[src/rtl/dac_spi_tx.sv]
// SPI transmitter for a 16-bit DAC: one-deep sample holding register, optional
// two's-complement to offset-binary conversion, CS/SCLK/MOSI generation and overrun flag.
module dac_spi_tx #(
  parameter int DATA_W        = 16,
  parameter int CLK_DIV       = 2,
  parameter int CS_HIGH       = 2,
  parameter bit OFFSET_BINARY = 1'b1
) (
  input  logic              clk,
  input  logic              reset,
  input  logic              sample_valid,
  input  logic [DATA_W-1:0] sample,
  output logic              sample_ready,
  input  logic              overrun_clr,
  output logic              dac_cs_n,
  output logic              dac_sclk,
  output logic              dac_mosi,
  output logic              busy,
  output logic              overrun
);

  localparam int DIV_W = (CLK_DIV > 1) ? $clog2(CLK_DIV) : 1;
  localparam int BIT_W = (DATA_W > 1) ? $clog2(DATA_W) : 1;
  localparam int GAP_W = (CS_HIGH > 1) ? $clog2(CS_HIGH) : 1;
  localparam logic [DATA_W-1:0] CONV_MASK = {OFFSET_BINARY, {(DATA_W-1){1'b0}}};

  typedef enum logic [1:0] {IDLE, SHIFT, GAP} state_t;

  state_t              state_q, state_d;
  logic [DATA_W-1:0]   hold_q, hold_d;
  logic                hold_full_q, hold_full_d;
  logic                sample_ready_q, sample_ready_d;
  logic [DATA_W-1:0]   shift_q, shift_d;
  logic [DIV_W-1:0]    div_cnt_q, div_cnt_d;
  logic [BIT_W-1:0]    bit_cnt_q, bit_cnt_d;
  logic [GAP_W-1:0]    gap_cnt_q, gap_cnt_d;
  logic                cs_n_q, cs_n_d;
  logic                sclk_q, sclk_d;
  logic                mosi_q, mosi_d;
  logic                busy_q, busy_d;
  logic                overrun_q, overrun_d;
  logic                accept, drop;

  always_comb begin
    state_d      = state_q;
    hold_d       = hold_q;
    hold_full_d  = hold_full_q;
    shift_d      = shift_q;
    div_cnt_d    = div_cnt_q;
    bit_cnt_d    = bit_cnt_q;
    gap_cnt_d    = gap_cnt_q;
    cs_n_d       = cs_n_q;
    sclk_d       = sclk_q;
    mosi_d       = mosi_q;
    busy_d       = busy_q;
    overrun_d    = overrun_q;
    accept       = sample_valid && sample_ready_q;
    drop         = sample_valid && !sample_ready_q;

    case (state_q)
      IDLE: begin
        if (hold_full_q) begin
          shift_d     = hold_q;
          hold_full_d = 1'b0;
          cs_n_d      = 1'b0;
          mosi_d      = hold_q[DATA_W-1];
          bit_cnt_d   = '0;
          div_cnt_d   = '0;
          sclk_d      = 1'b0;
          busy_d      = 1'b1;
          state_d     = SHIFT;
        end
      end
      SHIFT: begin
        if (div_cnt_q == DIV_W'(CLK_DIV - 1)) begin
          div_cnt_d = '0;
          if (!sclk_q) begin
            sclk_d = 1'b1;
          end else begin
            sclk_d = 1'b0;
            // Falling edge of the last bit closes the frame; otherwise advance MOSI.
            if (bit_cnt_q == BIT_W'(DATA_W - 1)) begin
              cs_n_d    = 1'b1;
              gap_cnt_d = '0;
              state_d   = GAP;
            end else begin
              shift_d   = shift_q << 1;
              mosi_d    = shift_q[DATA_W-2];
              bit_cnt_d = bit_cnt_q + BIT_W'(1);
            end
          end
        end else begin
          div_cnt_d = div_cnt_q + DIV_W'(1);
        end
      end
      GAP: begin
        if (gap_cnt_q == GAP_W'(CS_HIGH - 1)) begin
          busy_d  = 1'b0;
          state_d = IDLE;
        end else begin
          gap_cnt_d = gap_cnt_q + GAP_W'(1);
        end
      end
      default: state_d = IDLE;
    endcase

    // Ready is low during the IDLE load cycle, so accept never collides with a load.
    if (accept) begin
      hold_d      = sample ^ CONV_MASK;
      hold_full_d = 1'b1;
    end

    if (drop)             overrun_d = 1'b1;
    else if (overrun_clr) overrun_d = 1'b0;

    sample_ready_d = !hold_full_d;
  end

  always_ff @(posedge clk) begin
    if (reset) begin
      state_q        <= IDLE;
      hold_q         <= '0;
      hold_full_q    <= 1'b0;
      sample_ready_q <= 1'b1;
      shift_q        <= '0;
      div_cnt_q      <= '0;
      bit_cnt_q      <= '0;
      gap_cnt_q      <= '0;
      cs_n_q         <= 1'b1;
      sclk_q         <= 1'b0;
      mosi_q         <= 1'b0;
      busy_q         <= 1'b0;
      overrun_q      <= 1'b0;
    end else begin
      state_q        <= state_d;
      hold_q         <= hold_d;
      hold_full_q    <= hold_full_d;
      sample_ready_q <= sample_ready_d;
      shift_q        <= shift_d;
      div_cnt_q      <= div_cnt_d;
      bit_cnt_q      <= bit_cnt_d;
      gap_cnt_q      <= gap_cnt_d;
      cs_n_q         <= cs_n_d;
      sclk_q         <= sclk_d;
      mosi_q         <= mosi_d;
      busy_q         <= busy_d;
      overrun_q      <= overrun_d;
    end
  end

  assign sample_ready = sample_ready_q;
  assign dac_cs_n     = cs_n_q;
  assign dac_sclk     = sclk_q;
  assign dac_mosi     = mosi_q;
  assign busy         = busy_q;
  assign overrun      = overrun_q;

endmodule

[config.mk]
export PLATFORM = sky130hd
export DESIGN_NAME = dac_spi_tx
export DESIGN_NICKNAME = d
export VERILOG_FILES = /design/src/rtl/dac_spi_tx.sv
export SDC_FILE = /design/constraint.sdc
export NUM_CORES = 1
export LEC_CHECK = 0
export ABC_AREA = 1
export BUFFER_PORTS_ARGS = -buffer_cell sky130_fd_sc_hd__buf_2
export CORE_MARGIN = 4
export CORE_UTILIZATION = 56
export CTS_CLUSTER_DIAMETER = 120
export DETAILED_ROUTE_END_ITERATION = 16
export GPL_ROUTABILITY_DRIVEN = 0
export PLACE_DENSITY = 0.78
export SLEW_MARGIN = 20
export SYNTH_ARGS = -nofsm -noshare
export SYNTH_HDL_FRONTEND = slang
export SYNTH_SLANG_ARGS = --single-unit
[constraint.sdc]
create_clock -name clk -period 1.6 [get_ports clk]
set_clock_uncertainty 0.05 [all_clocks]
set_input_delay 0 -clock clk [delete_from_list [all_inputs] [get_ports clk]]
set_output_delay 0 -clock clk [all_outputs]
set_load 0.02 [all_outputs]
==> results of run 1 <==
-- per-layer routing --
metal,track usage (%),wire (um),vias up
li1,-,-,1019
met1,25.5,1960,874
met2,37.1,2350,46
met3,3.94,224,10
met5,0,0,-
met4,8.93,103,0
-- flip-flops by register name, indices dropped and copies added, names as in the netlist --
signal        cells
bit_cnt_q         4
busy              1
dac_cs_n          1
dac_mosi          1
dac_sclk          1
div_cnt_q         1
gap_cnt_q         1
hold_full_q       1
hold_q           16
overrun           1
sample_ready      1
shift_q          15
state_q           2
-- stage by stage --
step	instance area, sq um	util, %	instances	worst slack, ns	total power [W]
6_report	2560	75.6	391	0.156	0.00251
5_1_grt	2560	75.6	391	0.0333	0.00266
3_5_place_dp	2200	64.9	358	0.00245	0.00184
3_3_place_gp	2200	64.9	358	0.0630	0.00183
2_1_floorplan	2010	-	290	0.189	0.00173
4_1_cts	2470	72.8	386	0.0125	0.00245
-- critical path, stage by stage (launching register included) --
cell and delay, ns:
dfxtp_1 0.40, inv_1 0.10, nor2_4 0.20, o21ai_4 0.13, buf_12 0.16, nand3_4 0.12
nand2_1 0.10, a21oi_2 0.13
-- worst paths after layout --
check / from / end / slack [ns] / cells past startpoint
max: state_q[0]$_SDFFE_PP0P_ / shift_q[0]$_SDFFE_PP0P_ / 0.16 / 7
min: sample_valid / hold_q[15]$_SDFFE_PP0P_ / 0.04 / 4
max reg2reg: state_q[0]$_SDFFE_PP0P_ / shift_q[0]$_SDFFE_PP0P_ / 0.16 / 7
min reg2reg: busy$_SDFFE_PP0P_ / busy$_SDFFE_PP0P_ / 0.42 / 2
-- logic make-up (layout without fill, tap and decap cells) --
group / count (synthesis) / in the layout / share of synthesized area, %
buf+inv: 44 / 95 / 9.53
simple gates: 153 / 157 / 31.1
fa+ha+maj: 1 / 1 / 0.623
compound gates: 46 / 46 / 13.0
flops: 46 / 46 / 45.8
-- layout by cell type (no fill, tap or decap), drive strengths merged --
master	count
nand3	14
ha	1
dlygate4sd3	19
inv	31
nor2	67
o21ai	33
nand4	4
clkinv	2
nand2	71
or2	1
dfxtp	46
a21oi	13
buf	36
clkbuf	7
-- repair_timing --
item                       in CTS  in global routing
setup buffers                   0                  2
pin swaps                       0                  1
cloned                          1                  3
hold endpoints to repair       26                  0
setup endpoints to repair       6                 21
hold buffers                   19                  0
gates resized for setup         1                  8
-- area by class of cell --
cell class	count	area (sq um)	area share (%)
Inverter	32	120	4.69
Sequential cell	46	923	36.1
Clock buffer	7	55.1	2.15
Timing Repair Buffer	55	423	16.5
Multi-Input combinational cell	204	977	38.2
Tap cell	46	57.6	2.25
Clock inverter	1	5.00	0.195
-- power by group through the flow --
stage                     clock network [W]  logic [W]  registers, W
after global routing               0.000633   0.000708       0.00132
after floorplan                           0   0.000391       0.00134
after global placement                    0   0.000498       0.00133
after detailed placement                  0   0.000506       0.00133
after CTS                          0.000578   0.000562       0.00131
final                              0.000573   0.000629       0.00131
==> results.ini, run 1 <==
[synthesis]
ys_ff_latch = 46
synth_area_sq_um = 2010
synth_top_area_share_pct = 45.8
synth_most_common_cell = nand2_1
synth_largest_area_cell = dfxtp_1
avgSynthCellArea_sq_um = 6.93
syn-instance-count = 290
syn-num-nets = 311
synthArstFlopShare_pct = 0
synth_warnings = 0
synth.top_cells.by_count = nand2_1, nor2_1, dfxtp_1
ys_types = 22
synthTopCellsByArea = dfxtp_1, nand2_1, nor2_1, o21ai_0, inv_1
dominantRegCellSynth = dfxtp_1
synth-edff-count = 0
yosysSeqAreaShare_pct = 45.8

[grt]
grt_start_max_net_pins = 24
antenna_found_initial = 0
track_usage_pct = 21.2
grt_pass1_wl_um = 7410
grt_pass1_vias = 1725
overflow = 0

[floorplanning]
die_x_um = 67.9
rows = 21
die-area_sq_um = 4610
die_height_um = 67.9
coreArea_sq_um = 3390
num_io_pins = 26
initial_core_util_pct = 59.3

[sta]
max_slew.worst_pin.slew_ns = 0.438
setup_viol = 0
slew_viol_final = 0
hold_viol = 0
post-route-min-period_ns = 1.44
hold_ws_ns = 0.0442
grt_setup_unrepaired = no
fmax_mhz = 692
period_share_pct = 90.3
max_slew_margin_pct = 70.7
fin_tns_setup_ns = 0

[power_and_ir_drop]
p_leak_nw = 1.20
ir_worst_vdd_v = 0.000553
combPwrFrac_pct = 25.0
switching_share_pct = 31.4
power_frac_seq_pct = 52.1
power_density_nw_per_um2 = 980
internal_power_w = 0.00172
clkPwrFrac_pct = 22.8
p_switching_w = 0.000789

[clocking]
cts.clk_slew.worst_paths_ns = 0.13
htreeDepth = 2
cts_tree = yes
clock_sinks = 46
root_buffer = clkbuf_4
clockBufferDepth = 2
cts_buffers = 5
clk_latency_ns = 0.37

[drt]
drc = 0
firstDrtPassIters = 4
via_per_inst = 4.98
vias = 1949
totalWireLength_um = 4640
postRouteAntennaNets = 0
wl_per_cell_um = 11.9
drt_iter0_drc = 154

[critical_path]
crit_fanout = 9
end_kind = flip-flop
cp.arrival_ns = 1.71
required_ns = 1.86
crit_type = flip-flop to flip-flop
start_kind = flip-flop

[placed_design]
numPortBuffers = 25
hpwl_um = 2560

[flow_run]
cap_viol_max_count = 0

[final_layout]
n_fill_cell = 268
area_delta_synth_final_pct = 27.5
drive_gt1_share_pct = 18.3
nNetsFinal = 365
diodes = 0

[run_status]
outcome = finished clean

[min_path]
min_path_type = input port to flip-flop

Note: power is estimated with default switching activity, not from simulation.
==> run 2, diff against run 1 <==
--- a/config.mk
+++ b/config.mk
@@ -7,6 +7,7 @@
 export LEC_CHECK = 0
 export ABC_AREA = 1
 export BUFFER_PORTS_ARGS = -buffer_cell sky130_fd_sc_hd__buf_2
+export CORE_ASPECT_RATIO = 1.5
 export CORE_MARGIN = 4
 export CORE_UTILIZATION = 56
 export CTS_CLUSTER_DIAMETER = 120
==> constraint.sdc (replaced) <==
create_clock -name clk -period 1.6 [get_ports clk]
set_clock_uncertainty 0.05 [all_clocks]
set_input_delay 0.24 -clock clk [delete_from_list [all_inputs] [get_ports clk]]
set_output_delay 0.24 -clock clk [all_outputs]
set_load 0.02 [all_outputs]
==> results.ini, run 2 (synthesized netlist as in run 1, its figures left out) <==
[run_status]
outcome = finished clean

[grt]
grt_start_max_net_pins = 37  ; +54%
grt_pass1_vias = 1732  ; +0.41%
grt_pass1_wl_um = 7000  ; -5.6%
antenna_found_initial = 0  ; unchanged
track_usage_pct = 19.1  ; -2.1 points
overflow = 0  ; unchanged

[final_layout]
area_delta_synth_final_pct = 17.4
largestRegisters = hold_q: 16 flops, shift_q: 15 flops, bit_cnt_q: 4 flops
fin_area_sq_um = 2360  ; -7.9%
ff_latch_area_sq_um = 922  ; -0.14%
drive_gt1_share_pct = 18.0  ; -0.30 points
n_fill_cell = 320  ; +19%
regMostFlops = hold_q
largest_register_ffs = 16  ; unchanged
final_cells = 365  ; -6.6%
nNetsFinal = 344  ; -5.8%
diodes = 0  ; unchanged
final_cell_mix = nand2_1, nor2_1, dfxtp_1
final_common_cell = nand2_1
multiInputGateArea_sq_um = 982  ; +0.51%

[floorplanning]
die_x_um = 56.9  ; -16%
coreArea_sq_um = 3450  ; +1.7%
die_height_um = 81.4  ; +20%
die-area_sq_um = 4630  ; +0.44%
rows = 26  ; +24%
num_io_pins = 26  ; unchanged
initial_core_util_pct = 58.3  ; -1.0 points

[drt]
vias = 1874  ; -3.8%
drc = 0  ; unchanged
totalWireLength_um = 4400  ; -5.2%
via_per_inst = 5.13  ; +3.0%
wl_per_cell_um = 12.0  ; +1.6%
drt_iter0_drc = 55  ; -64%
postRouteAntennaNets = 0  ; unchanged
firstDrtPassIters = 4  ; unchanged

[clocking]
clk_latency_ns = 0.30  ; -0.07 ns
hold_buffers = 0  ; -19
htreeDepth = 2  ; unchanged
cts.clk_slew.worst_paths_ns = 0.08  ; -0.05 ns
cts_tree = yes
clockBufferDepth = 2  ; unchanged
clock_sinks = 46  ; unchanged
cts_buffers = 5  ; unchanged
root_buffer = clkbuf_8

[critical_path]
crit_start = bit_cnt_q[1]$_SDFFE_PP0P_
cp_common_cell = nand2_1
crit_fanout = 4  ; -5
path_cells = ha_1 > nand2_1 > nor2_4 > buf_4 > inv_1 > nand2_1 > nand3_1 > nand2_1 > nand3_1
rr_startpoint = bit_cnt_q[1]$_SDFFE_PP0P_
crit_path_max_incr_delay_ns = 0.39  ; about the same
ff2ff_setup_slack_ns = 0.15  ; about the same
required_ns = 1.73  ; -0.13 ns
rr_worst_depth = 9  ; +2
end_kind = flip-flop
crit_slowest_cell = dfxtp_1
start_kind = flip-flop
cp.arrival_ns = 1.58  ; -0.13 ns
crit_type = flip-flop to flip-flop
worst_r2r_endpoint = dac_cs_n$_SDFFE_PP1P_

[sta]
slew_viol_final = 0  ; unchanged
setup_viol = 0  ; unchanged
period_share_pct = 90.8  ; +0.49 points
fmax_mhz = 689  ; -0.54%
hold_viol = 0  ; unchanged
max_slew_margin_pct = 71.0  ; +0.33 points
post-route-min-period_ns = 1.45  ; +0.00784 ns
fin_tns_setup_ns = 0  ; unchanged
max_slew.worst_pin.slew_ns = 0.433  ; -0.00493 ns

[flow_run]
cap_viol_max_count = 0  ; unchanged

[min_path]
hold_start = sample[15]
min_to = hold_q[15]$_SDFFE_PP0P_
min_path_type = input port to flip-flop
hold_path_depth = 2  ; -2

[placed_design]
dp_cells = 353  ; -1.4%
numPortBuffers = 25  ; unchanged
hpwl_um = 2610  ; +2.1%
placed_area_sq_um = 2180  ; -1.1%

[power_and_ir_drop]
power_density_nw_per_um2 = 1090  ; +11%
p_leak_nw = 1.10  ; -7.7%
ir_worst_vdd_v = 0.000754  ; +36%

[run 2: changes by cell type in the layout (fill, tap and decap cells not counted), sizes merged]
cell and change:
dlygate4sd3 -19, buf -2, clkinv -1
[run 2: what timing repair did]
item / 4_1_cts / 5_1_grt
endpoints found under the setup margin: 0 / 20
gates resized for setup: 0 / 9
setup buffers: 0 / 1
[run 2: metal layers]
metal	part of all wire (%)	track usage, %	up-vias
li1	-	-	970
met2	52	35.8	34
met3	3.7	4.29	9
met4	1.8	6.73	0
met1	42	20.8	861
met5	0	0	-
[run 2: worst max-delay path, delay by kind of cell (launching register included)]
| family | cells | cell delay (ns) |
|---|---|---|
| simple gates | 6 | 0.52 |
| flops | 1 | 0.39 |
| buf+inv | 2 | 0.20 |
| fa+ha+maj | 1 | 0.18 |
[run 2: worst max path at each step]
stage	endpoint
after floorplan	bit_cnt_q[3]$_SDFFE_PP0P_
after global placement	bit_cnt_q[3]$_SDFFE_PP0P_
after detailed placement	bit_cnt_q[3]$_SDFFE_PP0P_
after CTS	shift_q[9]$_SDFFE_PP0P_
after global routing	dac_cs_n$_SDFFE_PP1P_
final	dac_cs_n$_SDFFE_PP1P_
[run 2: final cells by class]
cell class                      count  area share, %
Clock buffer                        7           3.24
Inverter                           32           5.09
Multi-Input combinational cell    204           41.6
Sequential cell                    46           39.1
Tap cell                           42           2.23
Timing Repair Buffer               34           8.70
[run 2: stage by stage]
stage                     hold WS (ns)  setup WS [ns]  util [%]  power, W
after detailed placement         0.371         0.0349      63.1   0.00184
after CTS                       0.0575         0.0109      65.3   0.00249
after global placement           0.366         0.0732      63.1   0.00182
after global routing            0.0466       -0.00931      68.4   0.00272
final                           0.0558          0.148      68.4   0.00257
after floorplan                  0.280          0.189         -   0.00173
[run 2: power by group]
group	switching (W)	leakage [nW]	internal, W
Clock	0.000376	0.0383	0.000302
Sequential	0.0000480	0.380	0.00126
Combinational	0.000373	0.687	0.000209
